--- src/rtl/aes_red_pkg.sv ---
// Shared definitions for the redundant AES state decoder: FSM encoding,
// reduction polynomial and block geometry.
package aes_red_pkg;

  localparam logic [8:0] AES_POLY = 9'h11B;
  localparam int         NB       = 16;
  localparam int         IDX_W    = 4;

  typedef enum logic [1:0] {
    ST_IDLE   = 2'd0,
    ST_DECODE = 2'd1,
    ST_OUT    = 2'd2,
    ST_FAULT  = 2'd3
  } state_e;

endpackage

--- src/rtl/red_mod_aes.sv ---
// Combinational reducer: remainder of an L-bit GF(2) polynomial modulo POLY,
// taken from the top bit downwards.
module red_mod_aes
  import aes_red_pkg::*;
#(
  parameter int         L    = 16,
  parameter logic [8:0] POLY = AES_POLY
) (
  input  logic [L-1:0] a_i,
  output logic [7:0]   r_o
);

  logic [L-1:0] poly_ext;
  logic [L-1:0] rem;

  // NOTE: blocking assignments here because rem is updated in place by each
  // loop step; this is pure combinational logic, not state.
  always_comb begin
    poly_ext = L'(POLY);
    rem      = a_i;
    for (int i = L - 1; i >= 8; i--) begin
      if (rem[i]) rem = rem ^ (poly_ext << (i - 8));
    end
    r_o = rem[7:0];
  end

endmodule

--- src/rtl/aes_red_state_decoder.sv ---
// Reduces two independently masked redundant AES state copies one byte per
// cycle, cross-checks them and hands out the ciphertext or locks into FAULT.
module aes_red_state_decoder #(
  parameter int         L        = 16,
  parameter logic [8:0] AES_POLY = aes_red_pkg::AES_POLY
) (
  input  logic              clk_i,
  input  logic              rst_ni,
  input  logic              in_valid_i,
  output logic              in_ready_o,
  input  logic [16*L-1:0]   state_a_i,
  input  logic [16*L-1:0]   state_b_i,
  output logic              out_valid_o,
  input  logic              out_ready_i,
  output logic [127:0]      data_o,
  output logic              fault_o
);
  import aes_red_pkg::*;

  state_e              state_q, state_d;
  logic [IDX_W-1:0]    cnt_q, cnt_d;
  logic                mis_q, mis_d;
  logic [NB*L-1:0]     sha_q, sha_d;
  logic [NB*L-1:0]     shb_q, shb_d;
  logic [127:0]        data_q, data_d;
  logic [7:0]          rem_a, rem_b;
  logic                mis_hit;

  // Two separate reducers so a single fault cannot corrupt both copies alike.
  red_mod_aes #(.L(L), .POLY(AES_POLY)) u_red_a (
    .a_i (sha_q[L-1:0]),
    .r_o (rem_a)
  );

  red_mod_aes #(.L(L), .POLY(AES_POLY)) u_red_b (
    .a_i (shb_q[L-1:0]),
    .r_o (rem_b)
  );

  assign mis_hit = (rem_a != rem_b);

  // NOTE: every variable gets its hold value first so no branch can leave it
  // unassigned and infer a latch.
  always_comb begin
    state_d = state_q;
    cnt_d   = cnt_q;
    mis_d   = mis_q;
    sha_d   = sha_q;
    shb_d   = shb_q;
    data_d  = data_q;
    unique case (state_q)
      ST_IDLE: begin
        if (in_valid_i) begin
          sha_d   = state_a_i;
          shb_d   = state_b_i;
          cnt_d   = '0;
          mis_d   = 1'b0;
          state_d = ST_DECODE;
        end
      end
      ST_DECODE: begin
        data_d[cnt_q*8 +: 8] = rem_a;
        mis_d = mis_q | mis_hit;
        sha_d = sha_q >> L;
        shb_d = shb_q >> L;
        cnt_d = cnt_q + 1'b1;
        // Last byte: a mismatch found on this very cycle must also count.
        if (cnt_q == IDX_W'(NB - 1)) state_d = mis_d ? ST_FAULT : ST_OUT;
      end
      ST_OUT: begin
        if (out_ready_i) state_d = ST_IDLE;
      end
      ST_FAULT: begin
        state_d = ST_FAULT;
      end
      default: state_d = ST_IDLE;
    endcase
  end

  // NOTE: the shift and data registers are reset too, so an aborted block
  // leaves no bytes behind for the next one or on data_o.
  always_ff @(posedge clk_i or negedge rst_ni) begin
    if (!rst_ni) begin
      // NOTE: non-blocking assignments for all state so every register
      // samples the pre-edge values of its neighbours.
      state_q <= ST_IDLE;
      cnt_q   <= '0;
      mis_q   <= 1'b0;
      sha_q   <= '0;
      shb_q   <= '0;
      data_q  <= '0;
    end else begin
      state_q <= state_d;
      cnt_q   <= cnt_d;
      mis_q   <= mis_d;
      sha_q   <= sha_d;
      shb_q   <= shb_d;
      data_q  <= data_d;
    end
  end

  assign in_ready_o  = rst_ni && (state_q == ST_IDLE);
  assign out_valid_o = (state_q == ST_OUT);
  assign fault_o     = (state_q == ST_FAULT);
  assign data_o      = fault_o ? 128'd0 : data_q;

endmodule

--- config.mk ---
export PLATFORM = sky130hd
export DESIGN_NAME = aes_red_state_decoder
export DESIGN_NICKNAME = d
export VERILOG_FILES = /design/src/rtl/aes_red_pkg.sv /design/src/rtl/red_mod_aes.sv /design/src/rtl/aes_red_state_decoder.sv
export SDC_FILE = /design/constraint.sdc
export NUM_CORES = 2
export LEC_CHECK = 0
export ABC_AREA = 1
export CORE_AREA = 2 2 317 319
export CTS_CLUSTER_DIAMETER = 150
export DETAILED_ROUTE_END_ITERATION = 8
export DIE_AREA = 0 0 319 321
export SETUP_SLACK_MARGIN = 0.2
export SYNTH_ARGS = -nofsm -noshare
export SYNTH_HDL_FRONTEND = slang
export SYNTH_SLANG_ARGS = --single-unit
--- constraint.sdc ---
create_clock -name clk_i -period 2.2 [get_ports clk_i]
set_input_delay 0.44 -clock clk_i [delete_from_list [all_inputs] [get_ports clk_i]]
set_output_delay 0.44 -clock clk_i [all_outputs]
set_load 0.005 [all_outputs]
=== Word level (Yosys, flattened, before mapping) ===
Cells that the tools add are included.
Widths: inputs -> output; s select.

* Add/subtract/negate cells: 2
* Equality and inequality tests: 8
* Shifts and indexed selects: 2
* Muxes and demuxes: 31
* Bitwise gates (word level): 17
* Reduce and logical (&&, ||, !) cells: 5

{| class="wikitable"
|+ Operators with widths
! cell !! count
|-
| $pmux 256 s2 || 2
|-
| $mux 256 || 2
|-
| $bwmux 128 || 1
|-
| $mux 128 || 1
|-
| $shift 8x34->128 const A || 1
|-
| $shiftx 8x34->128 || 1
|-
| $not 4->4 || 16
|-
| $neg 7->34 || 1
|-
| $mux 12 || 2
|-
| $mux 11 || 2
|-
| $mux 10 || 2
|-
| $mux 9 || 2
|-
| $mux 8 || 2
|-
| $mux 7 || 2
|-
| $mux 6 || 2
|-
| $mux 5 || 2
|-
| $ne 8x8->1 || 1
|-
| $pmux 2 s4 || 1
|-
| $pmux 4 s2 || 1
|-
| $mux 2 || 3
|-
| $add 4x1->4 const B || 1
|-
| $eq 2x2->1 const B || 2
|-
| $eq 4x4->1 const B || 1
|-
| $mux 4 || 1
|-
| other kinds (11) || 13
|}

* Register bits: 647
* Input port bits: 516
* Output and inout port bits: 131
* Word-level logic and storage cells: 71

=== Logic depth before layout (Yosys ltp) ===
* Depth after elaboration: 21
* Mapped depth: 17
* Gate-level depth less buffers: 16

=== Modules after synthesis ===
Synthesis repeated with hierarchy kept, for this count alone.

* Cells, all modules: 3994
* Area, all modules: 31353.8 µm²

{| class="wikitable"
|+ Modules (own cells, without submodules)
! module !! instances !! cells each !! area an instance (µm²) !! sequential area each (µm²)
|-
| aes_red_state_decoder || 1 || 3734 || 30227.7 || 16190.5
|-
| red_mod_aes || 2 || 130 || 563.0 || 0.0
|}

=== Worst setup path before layout ===
Ideal clock, no wire load.

* Path kind: reg2reg
* Start point: reg cnt_q[0]
* End point: reg data_q[3]
* Library setup time: 0.129 ns
* Arrival: 2.299 ns
* Required time: 2.071 ns
* Slack: -0.228 ns
* Stages on the path, launching flop included: 13
* Buffers on the path: 4
* Period minus slack after synthesis: 2.428 ns
* Path through: dfrtp_1 -> buf_4 -> inv_4 -> buf_1 -> ha_1 -> clkbuf_1 -> inv_2 -> nand2_1 -> nor4_1 -> nand2_1 -> buf_2 -> nand2_1 -> o21ai_0

* Word-level cells in the longest chain between the ends: 3
* Elaborated cells on any way between the ends: 4
* Those cells by class: add/sub: 1; shift: 2; mux: 1

{| class="wikitable"
|+ Ends and longest elaborated chain
! what !! line !! text
|-
| from (decl) || aes_red_state_decoder.sv:21 || <nowiki>logic [IDX_W-1:0] cnt_q, cnt_d;</nowiki>
|-
| from (signal assigned) || aes_red_state_decoder.sv:94 || <nowiki>cnt_q <= cnt_d;</nowiki>
|-
| $neg 7->34 * || aes_red_state_decoder.sv:62 || <nowiki>data_d[cnt_q*8 +: 8] = rem_a;</nowiki>
|-
| $shiftx 8x34->128 / $shift 8x34->128 (equally long branches) || aes_red_state_decoder.sv:62 ||
|-
| $bwmux 128 * || aes_red_state_decoder.sv:62 ||
|-
| to (signal assigned) || aes_red_state_decoder.sv:98 || <nowiki>data_q <= data_d;</nowiki>
|-
| to (decl) || aes_red_state_decoder.sv:25 || <nowiki>logic [127:0] data_q, data_d;</nowiki>
|}

Every way passes the cells marked *; elsewhere a longest branch is shown, timed or not.
A chain may end at the register's enable or synchronous reset.

=== Final worst setup path ===
* Start point: reg state_q[1]
* End point: out data_o[10]

* Word-level cells in the longest chain between the ends: 2

{| class="wikitable"
|+ Ends and longest elaborated chain
! what !! line !! text
|-
| from (decl) || aes_red_state_decoder.sv:20 || <nowiki>state_e state_q, state_d;</nowiki>
|-
| from (signal assigned) || aes_red_state_decoder.sv:93 || <nowiki>state_q <= state_d;</nowiki>
|-
| $eq 2x2->1 || aes_red_state_decoder.sv:104 || <nowiki>assign fault_o = (state_q == ST_FAULT);</nowiki>
|-
| $mux 128 || aes_red_state_decoder.sv:105 || <nowiki>assign data_o = fault_o ? 128'd0 : data_q;</nowiki>
|-
| to (decl) || aes_red_state_decoder.sv:15 || <nowiki>output logic [127:0] data_o,</nowiki>
|}

No other way between the ends.

==> flow_metrics.tcl <==
set metrics [dict create \
    hold_class "input port to flip-flop" \
    max_stage_delay_ps 420 \
    grt-busiest-layer "met2" \
    grt_use_met1_pct 26.05 \
    drv_cap 0 \
    die_h_um 321 \
    htree_num_levels 3 \
    worst_pin_slew_ps 876.6 \
    fin_crit_ps 2436 \
    drc 0 \
    hold_viol 0 \
    crit_required_ps 1760 \
    viasPerCell 4.729 \
    first_pass_iters 6 \
    die_x_um 319 \
    failed_checks "setup timing" \
    tritoncts "yes" \
    cpMostUsedCell "buf_12" \
    critical_path.endpoint "data_o[10]" \
    cp-start-kind "flip-flop" \
    tns_ps -13080 \
    globalplace.congestion 0.8839 \
    path_depth 8 \
    timing.rr.start "state_q[1]$_DFFE_PN0P_" \
    cts_buffers 78 \
    fin_skew_ps 24.70 \
    use_met3_pct 5.711 \
    relSlewSlack_pct 41.56 \
    grt_util_all_layers_pct 20.99 \
    dieArea_sq_um 102400 \
    port_buffers 646 \
    max_freq_mhz 410.5 \
    wl_per_cell_um 19.33 \
    antenna_left 0 \
    synth_edf_count 0 \
    crit_fanout 8 \
    timing.rr.end "data_q[102]$_DFFE_PN0P_" \
    drive_gt1_share_pct 17.32 \
    hold_slack_ps 351.0 \
    slew_violations 0 \
    setup_viol 104 \
    cp.arrival_ps 2000 \
    worstSkewPairLatency_ps 650 \
    overflow 0 \
    dp_hpwl_mm 79.25 \
    dr.first_iter.drc_count 2076 \
    worstSetupPathType "flip-flop to output pin" \
    cts-root-buf "clkbuf_16" \
    areaGrowthSynthToFinish_pct 47.47 \
    grt_pass1_vias 27142 \
    synthArstFlopShare_pct 100.0 \
    critPathTopFamily "buffers and inverters" \
    clock-sinks 647 \
    seq_area_frac_synth_pct 54.83 \
    core-area_sq_um 99280 \
    p_per_area_nw_per_um2 612.2 \
    rsz0062_at_grt "yes" \
    critPathBufInv 6 \
    critPathCaptureType "output pin" \
    io_pins 647 \
    grt_pass1_wl_mm 164.0 \
    period_share_pct 110.7 \
    fin_area_sq_um 43550 \
    fillers 9842 \
    reg2regPathDepth 12 \
    dr_total_vias 27819 \
    p_leak_uw 0.01887 \
    antenna_found_initial 40 \
    ys_ff_latch 647 \
    placed_area_sq_um 38260 \
    syn_area_sq_um 29530 \
    path_cells "nand2_4, clkinv_8, buf_8, buf_12, buf_12, buf_12, nor2_1, buf_2" \
    grt_max_degree 149 \
    path_clk_slew_ps 60 \
    utilization_pct 43.87 \
    fin_nets 5027 \
    fin_ws_ps -236.2 \
    outcome "finished with violations" \
    peakVddDrop_mv 0.4682 \
    syn_avg_cell_area_sq_um 7.860 \
    place_ws_ps -21.97 \
    route.final.wire_length_mm 113.7 \
    reg2reg_setup_slack_ps 80 \
    fp-row-count 116 \
    met2_usage_pct 34.78 \
    clock_path_buffers 3 \
    slowest_stage "dfrtp_1" \
    initial_core_util_pct 29.75 \
    synth_warnings 0 \
    synthFlopType "dfrtp_1" \
    critPathLaunch "state_q[1]$_DFFE_PN0P_" \
    syn_nets 4276 \
    synth_cell_types 34 \
    synth_cells 3757 \
]
-- flip-flops by register name, indices dropped and copies added (netlist names) --
register  cells
state_q       2
data_q      128
sha_q       256
cnt_q         4
mis_q         1
shb_q       256
-- cells in the final DEF, fill, tap and decap left out, types with 19 or more instances in the layout --
cell type           n
a22oi_1            23
clkdlybuf4s50_1   514
buf_12             49
buf_4             112
inv_1             189
nor2_2             33
o21ai_1            81
clkbuf_8           19
buf_6              54
nor2_4            112
nand2_4            24
o22ai_1            21
clkbuf_16          96
dfrtp_1           635
nand2_1          1567
o21ai_0            84
a21oi_1            60
nand3_1           430
buf_2              93
nor2_1             96
diode_2            19
nand2_2            47
-- synth_stat cells, types with 16 or more instances --
| cell | n | area share [%] |
|---|---|---|
| a22oi_1 | 26 | 0.66 |
| o21ai_0 | 92 | 1.6 |
| a32o_1 | 16 | 0.54 |
| nor2_1 | 218 | 2.8 |
| nand2_1 | 1629 | 21 |
| inv_1 | 203 | 2.6 |
| buf_2 | 64 | 1.1 |
| nand3_1 | 443 | 7.5 |
| inv_2 | 21 | 0.27 |
| clkbuf_1 | 122 | 1.6 |
| dfrtp_1 | 647 | 55 |
| a21oi_1 | 62 | 1.1 |
| o21ai_1 | 75 | 1.3 |
| o22ai_1 | 21 | 0.44 |
-- per-layer routing --
metal	wire [um]	part of all wire [%]
met5	252	0.22
met4	4096	3.6
met3	7571	6.7
met2	54770	48
met1	47030	41
-- worst min-delay path, delay by kind of cell --
kind / cells / cell delay (ps)
and+or+nand+nor: 2 / 120
buffers and inverters: 1 / 400
-- layout make-up --
cell class              count  area (sq um)  share of cell area (%)
repair buffers            880          9171                   21.06
well taps                1298          1624                   3.729
multi-input cells        2674         12880                   29.57
clock buffers             111          2351                   5.399
flip-flops and latches    647         16210                   37.21
diodes                     19         47.55                  0.1092
inverters                 227         947.2                   2.175
clock inverters            27         324.1                  0.7441
-- timing repair --
item,in CTS,in global routing
setup buffers,27,58
endpoints found under the setup margin,280,500
pin swaps,12,69
endpoints found under the hold margin,136,0
gates cloned,10,18
hold buffers,1,0
gates resized for setup,516,463
-- logic make-up (layout without fill, tap and decap cells) --
family / count (synthesis) / in the layout / share of synthesized area [%]
and+or+nand+nor: 2337 / 2339 / 32.34
DFF: 647 / 647 / 54.83
buffers and inverters: 438 / 1245 / 6.042
AOI/OAI and AO/OA: 323 / 323 / 6.385
xor gates and xnor gates: 7 / 7 / 0.2076
adders and majority gates: 3 / 3 / 0.1271
muxes: 2 / 2 / 0.06780
other: 0 / 19 / 0
-- power breakdown --
| part | total (uW) | internal [uW] | switching, uW |
|---|---|---|---|
| registers | 11900 | 11900 | 0 |
| logic | 1300 | 824 | 476 |
| clock network | 13500 | 8140 | 5310 |
| total | 26700 | 20900 | 5790 |
-- stage by stage --
stage,cells,power (uW)
floorplan,3757,12130
global placement,5612,13440
detailed placement,5612,13430
CTS,5788,27040
global route,5876,27550
finish,5883,26660
-- worst min path at each step --
| stage | startpoint | to | slack [ps] | cells past startpoint |
|---|---|---|---|---|
| after global routing | state_a_i[9] | sha_q[9]$_DFFE_PN0P_ | 340 | 3 |
| after floorplan | rst_ni | cnt_q[0]$_DFFE_PN0P_ | 140 | 0 |
| after detailed placement | rst_ni | shb_q[183]$_DFFE_PN0P_ | 470 | 2 |
| after global placement | shb_q[158]$_DFFE_PN0P_ | shb_q[158]$_DFFE_PN0P_ | 460 | 2 |
| final | state_a_i[4] | sha_q[4]$_DFFE_PN0P_ | 350 | 3 |
| after CTS | state_a_i[3] | sha_q[3]$_DFFE_PN0P_ | 300 | 3 |
Note: power is estimated with default switching activity, not from simulation.
